`config.mk`:
```
export PLATFORM = sky130hd
export DESIGN_NAME = mem_arbiter_flat
export DESIGN_NICKNAME = d
export VERILOG_FILES = /design/src/rtl/mem_arbiter_if.sv /design/src/rtl/mem_arbiter.sv /design/src/flat_wrapper.sv
export SDC_FILE = /design/constraint.sdc
export NUM_CORES = 1
export LEC_CHECK = 0
export ABC_AREA = 1
export CORE_ASPECT_RATIO = 0.7
export CORE_MARGIN = 2
export CORE_UTILIZATION = 45
export DETAILED_ROUTE_END_ITERATION = 7
export GPL_TIMING_DRIVEN = 0
export PLACE_DENSITY = 0.9
export SLEW_MARGIN = 10
export SYNTH_ARGS = -nofsm -noshare
export SYNTH_HDL_FRONTEND = slang
export SYNTH_SLANG_ARGS = --single-unit
```
`constraint.sdc`:
```
create_clock -name clk -period 15.07 [get_ports clk]
set_clock_uncertainty 0.05 [all_clocks]
set_input_delay 4.521 -clock clk [delete_from_list [all_inputs] [get_ports clk]]
set_output_delay 4.521 -clock clk [all_outputs]
set_load 0.1 [all_outputs]
```
`src/rtl/mem_arbiter_if.sv`:
```
// mem_arbiter_if: instruction/data requester ports and the shared single-port memory bus.
interface mem_arbiter_if;
  logic        i_req;
  logic [31:0] i_addr;
  logic [31:0] i_rdata;
  logic        i_ack;
  logic        d_req;
  logic        d_rd_wr;
  logic [31:0] d_addr;
  logic [31:0] d_wdata;
  logic [31:0] d_rdata;
  logic        d_ack;
  logic        mem_req;
  logic        mem_rd_wr;
  logic [31:0] mem_addr;
  logic [31:0] mem_wdata;
  logic [31:0] mem_rdata;
  logic        mem_ack;
  modport master (
    input  i_req, i_addr, d_req, d_rd_wr, d_addr, d_wdata, mem_rdata, mem_ack,
    output i_rdata, i_ack, d_rdata, d_ack, mem_req, mem_rd_wr, mem_addr, mem_wdata
  );
  modport slave (
    output i_req, i_addr, d_req, d_rd_wr, d_addr, d_wdata, mem_rdata, mem_ack,
    input  i_rdata, i_ack, d_rdata, d_ack, mem_req, mem_rd_wr, mem_addr, mem_wdata
  );
endinterface

```
`src/rtl/mem_arbiter.sv`:
```
// mem_arbiter: shares one memory port between instruction fetch and data access,
// data first, with instruction fetch forced through after STARVE_LIMIT data grants.
module mem_arbiter #(
  parameter int STARVE_LIMIT = 4
) (
  input  logic          clk,
  input  logic          reset,
  mem_arbiter_if.master bus
);
  localparam int CW = $clog2(STARVE_LIMIT + 1) > 3 ? $clog2(STARVE_LIMIT + 1) : 3;
  typedef enum logic [1:0] {IDLE, BUSY_I, BUSY_D} state_t;
  state_t state, state_nxt;
  logic [CW-1:0] starve_cnt;
  logic grant_i, grant_d, done;
  always_comb begin
    grant_i   = state == IDLE && bus.i_req && (!bus.d_req || starve_cnt == CW'(STARVE_LIMIT));
    grant_d   = state == IDLE && bus.d_req && !grant_i;
    done      = state != IDLE && bus.mem_ack;
    state_nxt = grant_i ? BUSY_I : grant_d ? BUSY_D : done ? IDLE : state;
  end
  always_ff @(posedge clk or posedge reset)
    if (reset) state <= IDLE;
    else state <= state_nxt;
  assign bus.mem_req = state != IDLE;
  always_ff @(posedge clk or posedge reset)
    if (reset) begin
      starve_cnt    <= '0;
      bus.i_ack     <= 1'b0;
      bus.d_ack     <= 1'b0;
      bus.i_rdata   <= '0;
      bus.d_rdata   <= '0;
      bus.mem_addr  <= '0;
      bus.mem_wdata <= '0;
      bus.mem_rd_wr <= 1'b1;
    end else begin
      bus.i_ack <= done && state == BUSY_I;
      bus.d_ack <= done && state == BUSY_D;
      if (done && state == BUSY_I) bus.i_rdata <= bus.mem_rdata;
      if (done && state == BUSY_D && bus.mem_rd_wr) bus.d_rdata <= bus.mem_rdata;
      if (grant_i) begin
        bus.mem_addr  <= bus.i_addr;
        bus.mem_rd_wr <= 1'b1;
        bus.mem_wdata <= '0;
      end else if (grant_d) begin
        bus.mem_addr  <= bus.d_addr;
        bus.mem_rd_wr <= bus.d_rd_wr;
        bus.mem_wdata <= bus.d_wdata;
      end
      // counts data grants taken while a fetch is waiting; saturates at the limit
      if (state == IDLE)
        starve_cnt <= (!bus.i_req || grant_i) ? '0 :
                      (grant_d && starve_cnt != CW'(STARVE_LIMIT)) ? starve_cnt + CW'(1) : starve_cnt;
    end
endmodule
```
`src/flat_wrapper.sv`:
```
// flat-port wrapper written by rule: the top's interface ports become plain ports
module mem_arbiter_flat 
#(
  parameter int STARVE_LIMIT = 4
)
  (clk, reset, bus_i_req, bus_i_addr, bus_d_req, bus_d_rd_wr, bus_d_addr, bus_d_wdata, bus_mem_rdata, bus_mem_ack, bus_i_rdata, bus_i_ack, bus_d_rdata, bus_d_ack, bus_mem_req, bus_mem_rd_wr, bus_mem_addr, bus_mem_wdata);
  mem_arbiter_if bus_i ();
  input  logic clk;
  input  logic reset;
  input wire logic [$bits(bus_i.i_req)-1:0] bus_i_req;
  input wire logic [$bits(bus_i.i_addr)-1:0] bus_i_addr;
  input wire logic [$bits(bus_i.d_req)-1:0] bus_d_req;
  input wire logic [$bits(bus_i.d_rd_wr)-1:0] bus_d_rd_wr;
  input wire logic [$bits(bus_i.d_addr)-1:0] bus_d_addr;
  input wire logic [$bits(bus_i.d_wdata)-1:0] bus_d_wdata;
  input wire logic [$bits(bus_i.mem_rdata)-1:0] bus_mem_rdata;
  input wire logic [$bits(bus_i.mem_ack)-1:0] bus_mem_ack;
  output wire logic [$bits(bus_i.i_rdata)-1:0] bus_i_rdata;
  output wire logic [$bits(bus_i.i_ack)-1:0] bus_i_ack;
  output wire logic [$bits(bus_i.d_rdata)-1:0] bus_d_rdata;
  output wire logic [$bits(bus_i.d_ack)-1:0] bus_d_ack;
  output wire logic [$bits(bus_i.mem_req)-1:0] bus_mem_req;
  output wire logic [$bits(bus_i.mem_rd_wr)-1:0] bus_mem_rd_wr;
  output wire logic [$bits(bus_i.mem_addr)-1:0] bus_mem_addr;
  output wire logic [$bits(bus_i.mem_wdata)-1:0] bus_mem_wdata;
  assign bus_i.i_req = bus_i_req;
  assign bus_i.i_addr = bus_i_addr;
  assign bus_i.d_req = bus_d_req;
  assign bus_i.d_rd_wr = bus_d_rd_wr;
  assign bus_i.d_addr = bus_d_addr;
  assign bus_i.d_wdata = bus_d_wdata;
  assign bus_i.mem_rdata = bus_mem_rdata;
  assign bus_i.mem_ack = bus_mem_ack;
  assign bus_i_rdata = bus_i.i_rdata;
  assign bus_i_ack = bus_i.i_ack;
  assign bus_d_rdata = bus_i.d_rdata;
  assign bus_d_ack = bus_i.d_ack;
  assign bus_mem_req = bus_i.mem_req;
  assign bus_mem_rd_wr = bus_i.mem_rd_wr;
  assign bus_mem_addr = bus_i.mem_addr;
  assign bus_mem_wdata = bus_i.mem_wdata;
  mem_arbiter #(.STARVE_LIMIT(STARVE_LIMIT)) u_core (.clk(clk), .reset(reset), .bus(bus_i));
endmodule
```
==> reports/metrics.yaml <==
grt:
  grt_max_degree: 80
  grt_usage_pct: 26.0
  gr-total-overflow: 0
  grt_pass1_vias: 5696
  grt_pass1_wl_um: 28800
  antenna_found_initial: 0
routing:
  final_antenna_net_count: 0
  drt-pass1-iter-count: 5
  wire_per_inst_um: 15.6
  drc_errors: 0
  wl_um: 18200
  via_per_inst: 4.96
  vias: 5759
  drtIter0Drc: 273
final_layout:
  synthToLayoutAreaGrowth_pct: 59.0
  layout-drive-gt1-share_pct: 8.33
  finalNetCount: 1119
  final.fill_count: 950
  antenna_cells: 0
  post-route-util_pct: 72.5
job:
  cap_viol_max_count: 0
setup_path:
  critPathLaunch: "u_core.state[0]$_DFFE_PP0P_"
  rr_startpoint: "u_core.starve_cnt[0]$_DFFE_PP0P_"
  r2r_cells: 9
  r2r_setup_slack_ns: 13.38
  cp.required_ns: 10.50
  cpLargestDelayFamily: "buffers and inverters"
  crit_path_top_delay_cell: "clkdlybuf4s50_1"
  worstPathArrival_ns: 2.28
  crit_buf_inv: 3
  cpPeakStageDelay_ns: 1.14
  cp-start-kind: "flip-flop"
  critPathMaxFanout: 10
  crit_chain: "nor2_4 -> buf_6 -> inv_2 -> clkdlybuf4s50_1"
  r2r_end: "u_core.bus.mem_wdata[9]$_DFFE_PP0P_"
  critPathKind: "flip-flop to output pin"
  end_kind: "output pin"
clock_tree:
  hold_buffers: 0
  clk_pin_slew_ns: 0.06
  cts_resized: 0
  clockRootBuffer: "clkbuf_16"
  postCtsSetupBuffers: 0
  htree_levels: 4
  cts_tree: "yes"
  cts_buffer_depth: 2
  clk_latency_ns: 0.40
  cts_buffers: 17
  cts_num_sinks: 136
synth:
  synth-seq-area-share_pct: 57.4
  netlist_area_um2: 5930
  synth_top_family_by_area: "simple AND/OR/NAND/NOR gates"
  yosys_warnings: 0
  synth_compound_area_share_pct: 6.05
  synth_cell_types: 23
  syn_inst: 699
  synth_xor_area_share_pct: 0.148
  ys_seq_elements: 136
  syn_area_per_cell_um2: 8.49
  synthMuxAreaShare_pct: 0
  synth-simple-area-share_pct: 24.8
  synth-adder-area-share_pct: 0.422
  syn_nets: 835
floorplanning:
  rows: 35
  io-pin-count: 266
  fp.dieW_um: 141
  coreArea_um2: 13000
  dieArea_um2: 14100
  initial_core_util_pct: 45.6
  die_h_um: 100
timing:
  finalSetupTns_ns: 0
  period_needed_ns: 6.85
  rsz0062_at_grt: "false"
  setup_violations: 0
  worstMarginPinSlew_ns: 1.05
  slew_violations: 0
  slew_headroom_pct: 29.9
  period_share_pct: 45.5
  timing.fmax_mhz: 146
  hold_viol: 0
hold_path:
  hold_path_depth: 2
  min_from: "u_core.bus.mem_addr[13]$_DFFE_PP0P_"
  worstHoldPathType: "flip-flop to flip-flop"
  min_to: "u_core.bus.mem_addr[13]$_DFFE_PP0P_"
placement:
  dp_hpwl_um: 13600
  finalWeightedCongestion: 0.849
  port_buffers: 264
outcome:
  status: "complete, no violations"
final cells by class:
| class | count | area (um^2) | area share, % |
|---|---|---|---|
| Sequential cell | 136 | 3400 | 36.1 |
| Timing Repair Buffer | 265 | 2670 | 28.3 |
| Multi-Input combinational cell | 414 | 1860 | 19.8 |
| Clock buffer | 18 | 429 | 4.55 |
| Inverter | 105 | 399 | 4.23 |
| Buffer | 44 | 270 | 2.87 |
| Tap cell | 166 | 208 | 2.20 |
| Clock inverter | 14 | 185 | 1.96 |
cells in the final DEF (no fill, tap or decap), drive strengths merged, types with 24 or more instances in the layout:
cell / Yosys / routed
clkbuf: 6 / 24
nand4: 33 / 33
dfrtp: 135 / 135
clkdlybuf4s50: 0 / 264
o21ai: 68 / 68
inv: 105 / 111
nand2: 239 / 239
nand3: 67 / 67
buf: 38 / 39
flip-flops by register name (all words and copies together), names as in the netlist:
| register | flops |
|---|---|
| u_core.bus.i_rdata | 32 |
| u_core.bus.d_rdata | 32 |
| u_core.state | 2 |
| u_core.bus.i_ack | 1 |
| u_core.starve_cnt | 3 |
| u_core.bus.mem_wdata | 32 |
| u_core.bus.mem_addr | 32 |
| u_core.bus.mem_rd_wr | 1 |
| u_core.bus.d_ack | 1 |
Yosys cell counts, drive strengths merged:
| cell type | instances | share of area (%) |
|---|---|---|
| nand2 | 239 | 15 |
| inv | 105 | 6.6 |
| o211ai | 1 | 0.13 |
| dfrtp | 135 | 57 |
| o21ai | 68 | 5.9 |
| ha | 2 | 0.42 |
| nand3 | 67 | 5.7 |
| buf | 38 | 4.1 |
| nand4 | 33 | 3.5 |
| nor2 | 3 | 0.36 |
| dfstp | 1 | 0.44 |
| clkbuf | 6 | 0.42 |
| xor2 | 1 | 0.15 |
per-layer routing:
metal / wire length (um) / vias to the layer above / track usage (%) / share of wire (%)
li1: - / 2762 / - / -
met1: 7840 / 2717 / 34.3 / 43
met2: 8430 / 256 / 41.9 / 46
met3: 1550 / 24 / 7.87 / 8.5
met4: 347 / 0 / 7.62 / 1.9
met5: 0 / - / 0 / 0
cells by family after synthesis:
| group | count (synthesis) |
|---|---|
| AO/OA/AOI/OAI | 69 |
| flip-flops | 136 |
| adder cells (fa/ha/maj) | 2 |
| buffers and inverters | 149 |
| XOR/XNOR | 1 |
| AND/OR/NAND/NOR | 342 |
stage by stage:
stage	area [um^2]	cells	hold WS, ns	worst slack (ns)
floorplan	5930	699	0.440	6.86
global placement	8780	1129	0.411	5.06
detailed placement	8810	1130	0.414	8.63
CTS	9430	1162	0.431	8.19
global route	9430	1162	0.445	8.15
finish	9430	1162	0.429	8.22
how the worst max path moves through the flow:
stage                                                endpoint  slack [ns]  cells after the start
after floorplan                    u_core.bus.d_ack$_DFF_PP0_        6.86                      1
after global placement    u_core.bus.mem_addr[21]$_DFFE_PP0P_        5.06                      2
after detailed placement                          bus_mem_req        8.63                      4
after CTS                                         bus_mem_req        8.19                      4
after global routing                              bus_mem_req        8.15                      4
final                                             bus_mem_req        8.22                      4
worst min-delay path, cell delays in order (launching register included):
cell and delay, ns:
dfrtp_1 0.34, nand2_1 0.05, nand2_1 0.06
Power is not shown: default switching activity piles up to over one toggle a cycle in this logic, so the estimate is an artifact.
